$ cat config.mk
export PLATFORM = sky130hd
export DESIGN_NAME = status_hazard_unit
export DESIGN_NICKNAME = d
export VERILOG_FILES = /design/src/rtl/status_hazard_pkg.sv /design/src/rtl/status_hazard_unit_classify.sv /design/src/rtl/status_hazard_unit.sv
export SDC_FILE = /design/constraint.sdc
export NUM_CORES = 1
export LEC_CHECK = 0
export ABC_AREA = 1
export BUFFER_PORTS_ARGS = -buffer_cell sky130_fd_sc_hd__buf_2
export CAP_MARGIN = 0
export CORE_AREA = 2 2 72 74
export CTS_CLUSTER_SIZE = 30
export DETAILED_ROUTE_END_ITERATION = 6
export DIE_AREA = 0 0 74 76
export PLACE_DENSITY = 0.8
export SLEW_MARGIN = 40
export SYNTH_ARGS = -nofsm -noshare
export SYNTH_HDL_FRONTEND = slang
export SYNTH_SLANG_ARGS = --single-unit
$ cat constraint.sdc
create_clock -name clock -period 4.95 [get_ports clock]
set_input_delay 0 -clock clock [delete_from_list [all_inputs] [get_ports clock]]
set_output_delay 0 -clock clock [all_outputs]
set_load 0.005 [all_outputs]
$ cat src/rtl/status_hazard_pkg.sv
// Shared definitions for the rstatus (r30) hazard logic: opcode encodings,
// mult/div ALU ops and the scoreboard entry layout.
package status_hazard_pkg;

    localparam logic [4:0] OPC_ALU   = 5'b00000;
    localparam logic [4:0] OPC_ADDI  = 5'b00101;
    localparam logic [4:0] OPC_LW    = 5'b01000;
    localparam logic [4:0] OPC_SETX  = 5'b10101;
    localparam logic [4:0] OPC_BEX   = 5'b10110;

    localparam logic [4:0] ALUOP_MUL = 5'b00110;
    localparam logic [4:0] ALUOP_DIV = 5'b00111;

    localparam int STATUS_REG_DEFAULT = 30;

    typedef struct packed {
        logic valid;
        logic is_load;
        logic is_md;
    } sb_entry_t;

    localparam int SB_ENTRY_W = $bits(sb_entry_t);

endpackage

$ cat src/rtl/status_hazard_unit_classify.sv
// Decode-stage classification of an instruction as an rstatus writer,
// flagging loads and mult/div so later hazard checks know when data is late.
module status_writer_classify
    import status_hazard_pkg::*;
#(
    parameter int ADDR_W     = 5,
    parameter int STATUS_REG = STATUS_REG_DEFAULT
) (
    input  logic              valid_i,
    input  logic [ADDR_W-1:0] opcode_i,
    input  logic [ADDR_W-1:0] aluop_i,
    input  logic [ADDR_W-1:0] rd_i,
    output sb_entry_t         entry_o
);

    logic isSetx;
    logic isAlu;
    logic isAddi;
    logic isLoad;
    logic isMulDiv;
    logic rdIsStatus;
    logic writer;

    assign isSetx     = (opcode_i == ADDR_W'(OPC_SETX));
    assign isAlu      = (opcode_i == ADDR_W'(OPC_ALU));
    assign isAddi     = (opcode_i == ADDR_W'(OPC_ADDI));
    assign isLoad     = (opcode_i == ADDR_W'(OPC_LW));
    assign isMulDiv   = (aluop_i == ADDR_W'(ALUOP_MUL)) || (aluop_i == ADDR_W'(ALUOP_DIV));
    assign rdIsStatus = (rd_i == ADDR_W'(STATUS_REG));

    // setx writes r30 implicitly; everything else must name r30 as rd
    assign writer = valid_i && (isSetx || (rdIsStatus && (isAlu || isAddi || isLoad)));

    always_comb begin
        entry_o         = '0;
        entry_o.valid   = writer;
        entry_o.is_load = writer && isLoad;
        entry_o.is_md   = writer && isAlu && isMulDiv;
    end

endmodule

$ cat src/rtl/status_hazard_unit.sv
// Tracks in-flight rstatus writers through X/M/W and resolves the bex operand:
// forward from the youngest writer, read the regfile, or freeze decode.
module status_hazard_unit
    import status_hazard_pkg::*;
#(
    parameter int DATA_W     = 32,
    parameter int ADDR_W     = 5,
    parameter int STATUS_REG = STATUS_REG_DEFAULT,
    parameter int DEPTH      = 3   // legal range 1..4
) (
    input  logic                    clock,
    input  logic                    reset,
    input  logic                    stall_in,
    input  logic                    flush,
    input  logic                    fd_valid,
    input  logic [ADDR_W-1:0]       fd_opcode,
    input  logic [ADDR_W-1:0]       fd_aluop,
    input  logic [ADDR_W-1:0]       fd_rd,
    input  logic                    md_done,
    input  logic [DEPTH*DATA_W-1:0] stage_data,
    input  logic [DATA_W-1:0]       rf_status,
    output logic                    bex_stall,
    output logic [2:0]              bex_fwd_sel,
    output logic [DATA_W-1:0]       bex_status,
    output logic [2:0]              pending
);

    sb_entry_t sb_q [DEPTH];
    sb_entry_t sb_d [DEPTH];
    sb_entry_t decEntry;

    logic       isBex;
    logic       found;
    logic [2:0] youngIdx;

    status_writer_classify #(
        .ADDR_W     (ADDR_W),
        .STATUS_REG (STATUS_REG)
    ) u_classify (
        .valid_i  (fd_valid),
        .opcode_i (fd_opcode),
        .aluop_i  (fd_aluop),
        .rd_i     (fd_rd),
        .entry_o  (decEntry)
    );

    assign isBex = fd_valid && (fd_opcode == ADDR_W'(OPC_BEX));

    // A global freeze holds the pipe, but a flush still kills whatever sits in X
    always_comb begin
        sb_d = sb_q;
        if (!stall_in) begin
            for (int k = DEPTH - 1; k >= 1; k--) begin
                sb_d[k] = sb_q[k-1];
            end
            sb_d[0] = (bex_stall || flush) ? '0 : decEntry;
        end else if (flush) begin
            sb_d[0] = '0;
        end
    end

    always_ff @(posedge clock) begin
        if (reset) begin
            for (int k = 0; k < DEPTH; k++) begin
                sb_q[k] <= '0;
            end
        end else begin
            sb_q <= sb_d;
        end
    end

    // Scanning oldest-to-youngest lets the youngest valid entry win
    always_comb begin
        found    = 1'b0;
        youngIdx = '0;
        for (int k = DEPTH - 1; k >= 0; k--) begin
            if (sb_q[k].valid) begin
                found    = 1'b1;
                youngIdx = 3'(k);
            end
        end
    end

    always_comb begin
        bex_stall   = 1'b0;
        bex_fwd_sel = 3'd0;
        bex_status  = rf_status;
        if (isBex && found) begin
            if (youngIdx == 3'd0 && sb_q[0].is_load) begin
                bex_stall = 1'b1;
            end else if (youngIdx == 3'd0 && sb_q[0].is_md && !md_done) begin
                bex_stall = 1'b1;
            end else begin
                bex_fwd_sel = youngIdx + 3'd1;
                bex_status  = stage_data[int'(youngIdx)*DATA_W +: DATA_W];
            end
        end
    end

    always_comb begin
        pending = 3'd0;
        for (int k = 0; k < DEPTH; k++) begin
            pending = pending + 3'(sb_q[k].valid);
        end
    end

endmodule

==> summary.txt <==
Status
  – Status: complete, no violations

Synth
  – Post-Synth Simple-Gate Area: 60.0%
  – Area leader, netlist: sky130_fd_sc_hd__nand2_1
  – Fraction of the mapped netlist area in compound gates: between 10% and 20%
  – Cells taking the most area after synthesis: sky130_fd_sc_hd__nand2_1 43%, sky130_fd_sc_hd__a31oi_1 13%, sky130_fd_sc_hd__nor2_1 11%
  – Post-synthesis cell type count: 21
  – Xor-xnor portion of the synthesized cell area: 0%
  – Number of cells produced by synthesis: 318
  – Sequential-to-total area share from yosys stat: about 6.6%
  – Mux contribution to synthesized area: 0%
  – Area share of the largest cell type after synthesis: roughly 43%
  – Post-synth top cells: 175 x sky130_fd_sc_hd__nand2_1, 46 x sky130_fd_sc_hd__nor2_1, 32 x sky130_fd_sc_hd__a31oi_1, 13 x sky130_fd_sc_hd__inv_1, 9 x sky130_fd_sc_hd__buf_2
  – Most used flip-flop cell after synthesis: sky130_fd_sc_hd__dfxtp_1
  – Net Count, Synth: 470
  – Number of flops mapped to enable cells by yosys: 0
  – Largest family of logic cells by synthesized area: simple AND/OR/NAND/NOR gates
  – Synth async-reset ratio: 0%
  – Warnings from Yosys: 0
  – Adder and majority gate portion of the synthesized area: 2.98%
  – Most instantiated library cell after synthesis: sky130_fd_sc_hd__nand2_1
  – Post-synthesis instance area: 0.00151 mm^2
  – Post-synthesis area per instance: approximately 4.8 um^2
  – Seq cells post-synth: 5

GRT
  – Pin count of the biggest net entering global routing: 67
  – Global route total overflow: 0
  – GRT Util Overall: between 10% and 20%
  – Initial antenna violation count: 0
  – Global-route wire length before repair: 9340 um
  – Number of global-route vias before repair: 2279

Drt
  – Via/cell ratio: 4.58
  – Post-route DRC violation count: 0
  – 1st-pass router iterations: 5
  – Via count of the routed design: 2561
  – Detail-routed net length per standard cell: approximately 10 um
  – Number of design-rule violations left by the first detailed-router iteration: between 90 and 100
  – Total wire length: around 5900 um
  – Antenna viol nets, final: 0

Setup path
  – Reg-to-reg critical path endpoint: sb_q[2]$_SDFFE_PP0N_
  – Crit path largest cell delay: around 0.63 ns
  – Highest fanout seen on the critical path: 36
  – Cell type group with the largest total delay on the critical path: simple AND/OR/NAND/NOR gates
  – WS Path Type: register to output pin
  – Crit-path most repeated cell: sky130_fd_sc_hd__nand2_1
  – CP required: around 5.0 ns
  – Worst EP arrival: 3.03 ns
  – Worst path bufs/invs: 2
  – Worst R2R Path Depth: 2
  – Flop2flop setup slack: 4.18 ns
  – Type of origin of the critical path: register
  – First element of the critical path: sb_q[5]$_SDFFE_PP0N_
  – Cell with the largest stage delay on the worst path: sky130_fd_sc_hd__inv_2
  – Ordered list of cells on the worst path: nand2_2, ha_1, o21ai_2, nand4_4, inv_2, nand2_1, nand2_1, buf_2
  – Crit. End Element: output pin
  – Launch point of the worst reg-to-reg path: sb_q[5]$_SDFFE_PP0N_

Worst hold path
  – Destination of the worst hold path: sb_q[8]$_SDFFE_PP0P_
  – Worst hold stages: 2
  – Min-delay src: reset
  – Path type of the worst min-delay path: input port to register

Layout
  – Number of flip-flops under the largest register name: 5
  – Final non-filler cell total: 559
  – Ratio of cells with drive above 1 in the final layout: approximately 40%
  – NumNets Final: 642
  – N_diodes: 0
  – Post-route standard cell area excluding fillers: 0.00245 mm^2
  – Synth-to-layout area growth: 61.8%
  – Leading registers by flop count: sb_q x5
  – Register containing the most flip-flops in the final layout: sb_q

Power
  – Switching portion of total power: 34.8%
  – Power dissipated by switching net loads: 0.0946 mW
  – Part of the power in the clock network: 28.1%
  – Static Leakage: 1.50 nW
  – Highest ir drop seen on vdd: 128 uV
  – Power consumption: 0.272 mW
  – Fraction of power consumed by sequential logic: between 10% and 20%
  – Relative contribution of combinational cells to total power: 56.2%
  – Pwr/cell area: 111 mW/mm^2
  – Internal power consumption: 0.178 mW

STA
  – Portion of the clock cycle consumed by the worst path in the final layout: 61.2%
  – Post-route minimum period: 3.03 ns
  – Final sum of negative setup slack: 0 ns
  – Count of final hold-check violations: 0
  – Unrepaired setup endpoints after global routing: no
  – Transition at the pin with the smallest max-transition slack: roughly 0.67 ns
  – Achievable Freq: 330 MHz
  – Max_slew headroom: 55.0%
  – Worst Clk Skew: 0.000292 ns
  – Setup violation total in the final timing report: 0
  – Count of pins over their slew limit: 0

Clocking
  – Number of H-tree levels: 1
  – Count of buffers added by post-CTS timing repair for setup: 0
  – Buffers from clock root to sink, at most: 2
  – Sink count of the clock tree: 5
  – Total of cells resized after clock tree synthesis: 0
  – Hold-fix buffers, CTS: 1
  – TritonCTS clock tree: yes
  – Clock-pin slew of the registers on the worst-case setup and hold paths: 0.03 ns
  – Clock latency on the worst-skew pair: 0.22 ns
  – Clock root buffer: sky130_fd_sc_hd__clkbuf_8
  – CTS buffer count: 3

Die
  – Floorplan die height: 76 um
  – Std-Cell Rows: 26
  – Core region area: between 0.004 and 0.005 mm^2
  – Floorplan die width: 74 um
  – Die area: 0.00562 mm^2
  – Number of top-level pins: 188
  – Initial Utilization: 30.8%

Placed design
  – Cell count after placement: 554
  – Instance area after placement: between 0.002 and 0.0025 mm^2
  – Gp weighted congestion: just under 0.8
  – HPWL Detailed: between 4000 and 5000 um
  – Input/output buffers: 185

Flow run
  – Number of violations of the max-capacitance limit: 0
-- cells by family (layout without fill, tap and decap cells) --
logic type	Yosys count	count (layout)
other cells	1	1
compound gates	41	41
simple gates	232	232
fa+ha+maj	3	3
buf+inv	36	207
flops	5	5
-- cell type report --
cell class | count | area, um^2
clock buffer | 4 | 45.0
fill | 513 | 2460
inverter | 16 | 60.1
multi-input combinational | 277 | 1210
sequential | 5 | 100
tap | 70 | 87.6
timing repair buffer | 187 | 943
-- routing by layer --
metal  routed length [um]  global-route usage (%)  up-vias
met2                 2780                    35.6      125
met4                  127                    6.36        0
met1                 2390                    23.2     1077
met3                  559                    3.31       15
met5                    0                       0        -
li1                     -                       -     1344
-- worst register-to-register path, stage by stage (launching register included) --
cell	delay [ns]
sky130_fd_sc_hd__dfxtp_1	0.44
sky130_fd_sc_hd__nor2_1	0.08
sky130_fd_sc_hd__a211oi_1	0.16
-- worst max path at each step --
stage / endpoint / slack [ns] / cells after the start
6_report: bex_status[31] / 1.92 / 8
3_5_place_dp: bex_status[6] / 2.06 / 8
4_1_cts: bex_status[6] / 1.83 / 8
5_1_grt: bex_status[31] / 1.56 / 8
2_1_floorplan: bex_status[10] / 3.37 / 11
3_3_place_gp: bex_status[3] / 2.12 / 8
-- per-stage QoR --
stage / setup WS (ns) / hold slack (ns) / utilization, %
global placement: 2.12 / 0.213 / 48.8
floorplan: 3.37 / 0.0691 / -
detailed placement: 2.06 / 0.221 / 48.8
finish: 1.92 / 0.00112 / 49.9
global route: 1.56 / 0.00681 / 49.9
CTS: 1.83 / 0.00554 / 49.9
-- cells in the final DEF (no fill, tap or decap) --
cell type and instances:
sky130_fd_sc_hd__nand2_2 2, sky130_fd_sc_hd__dfxtp_1 5, sky130_fd_sc_hd__o21ai_2 1, sky130_fd_sc_hd__inv_1 13, sky130_fd_sc_hd__clkbuf_8 3, sky130_fd_sc_hd__buf_4 1, sky130_fd_sc_hd__dlygate4sd3_1 1, sky130_fd_sc_hd__conb_1 1
sky130_fd_sc_hd__nor2_1 46, sky130_fd_sc_hd__nor2_2 3, sky130_fd_sc_hd__ha_1 2, sky130_fd_sc_hd__a211oi_1 2, sky130_fd_sc_hd__buf_2 185, sky130_fd_sc_hd__o21ai_0 2, sky130_fd_sc_hd__a21oi_1 4, sky130_fd_sc_hd__nand3b_1 1
sky130_fd_sc_hd__nand2_1 174, sky130_fd_sc_hd__a31oi_1 32, sky130_fd_sc_hd__inv_2 3, sky130_fd_sc_hd__nand3_1 5, sky130_fd_sc_hd__clkbuf_1 1, sky130_fd_sc_hd__fa_1 1, sky130_fd_sc_hd__nand4_4 1
-- power by group through the flow --
stage               clock network [mW]  registers [mW]  logic (mW)
finish                          0.0765          0.0429       0.153
global route                    0.0788          0.0430       0.175
CTS                             0.0752          0.0429       0.154
detailed placement                   0          0.0434       0.153
global placement                     0          0.0434       0.150
floorplan                            0          0.0432      0.0782
(Power assumes the default switching activity.)
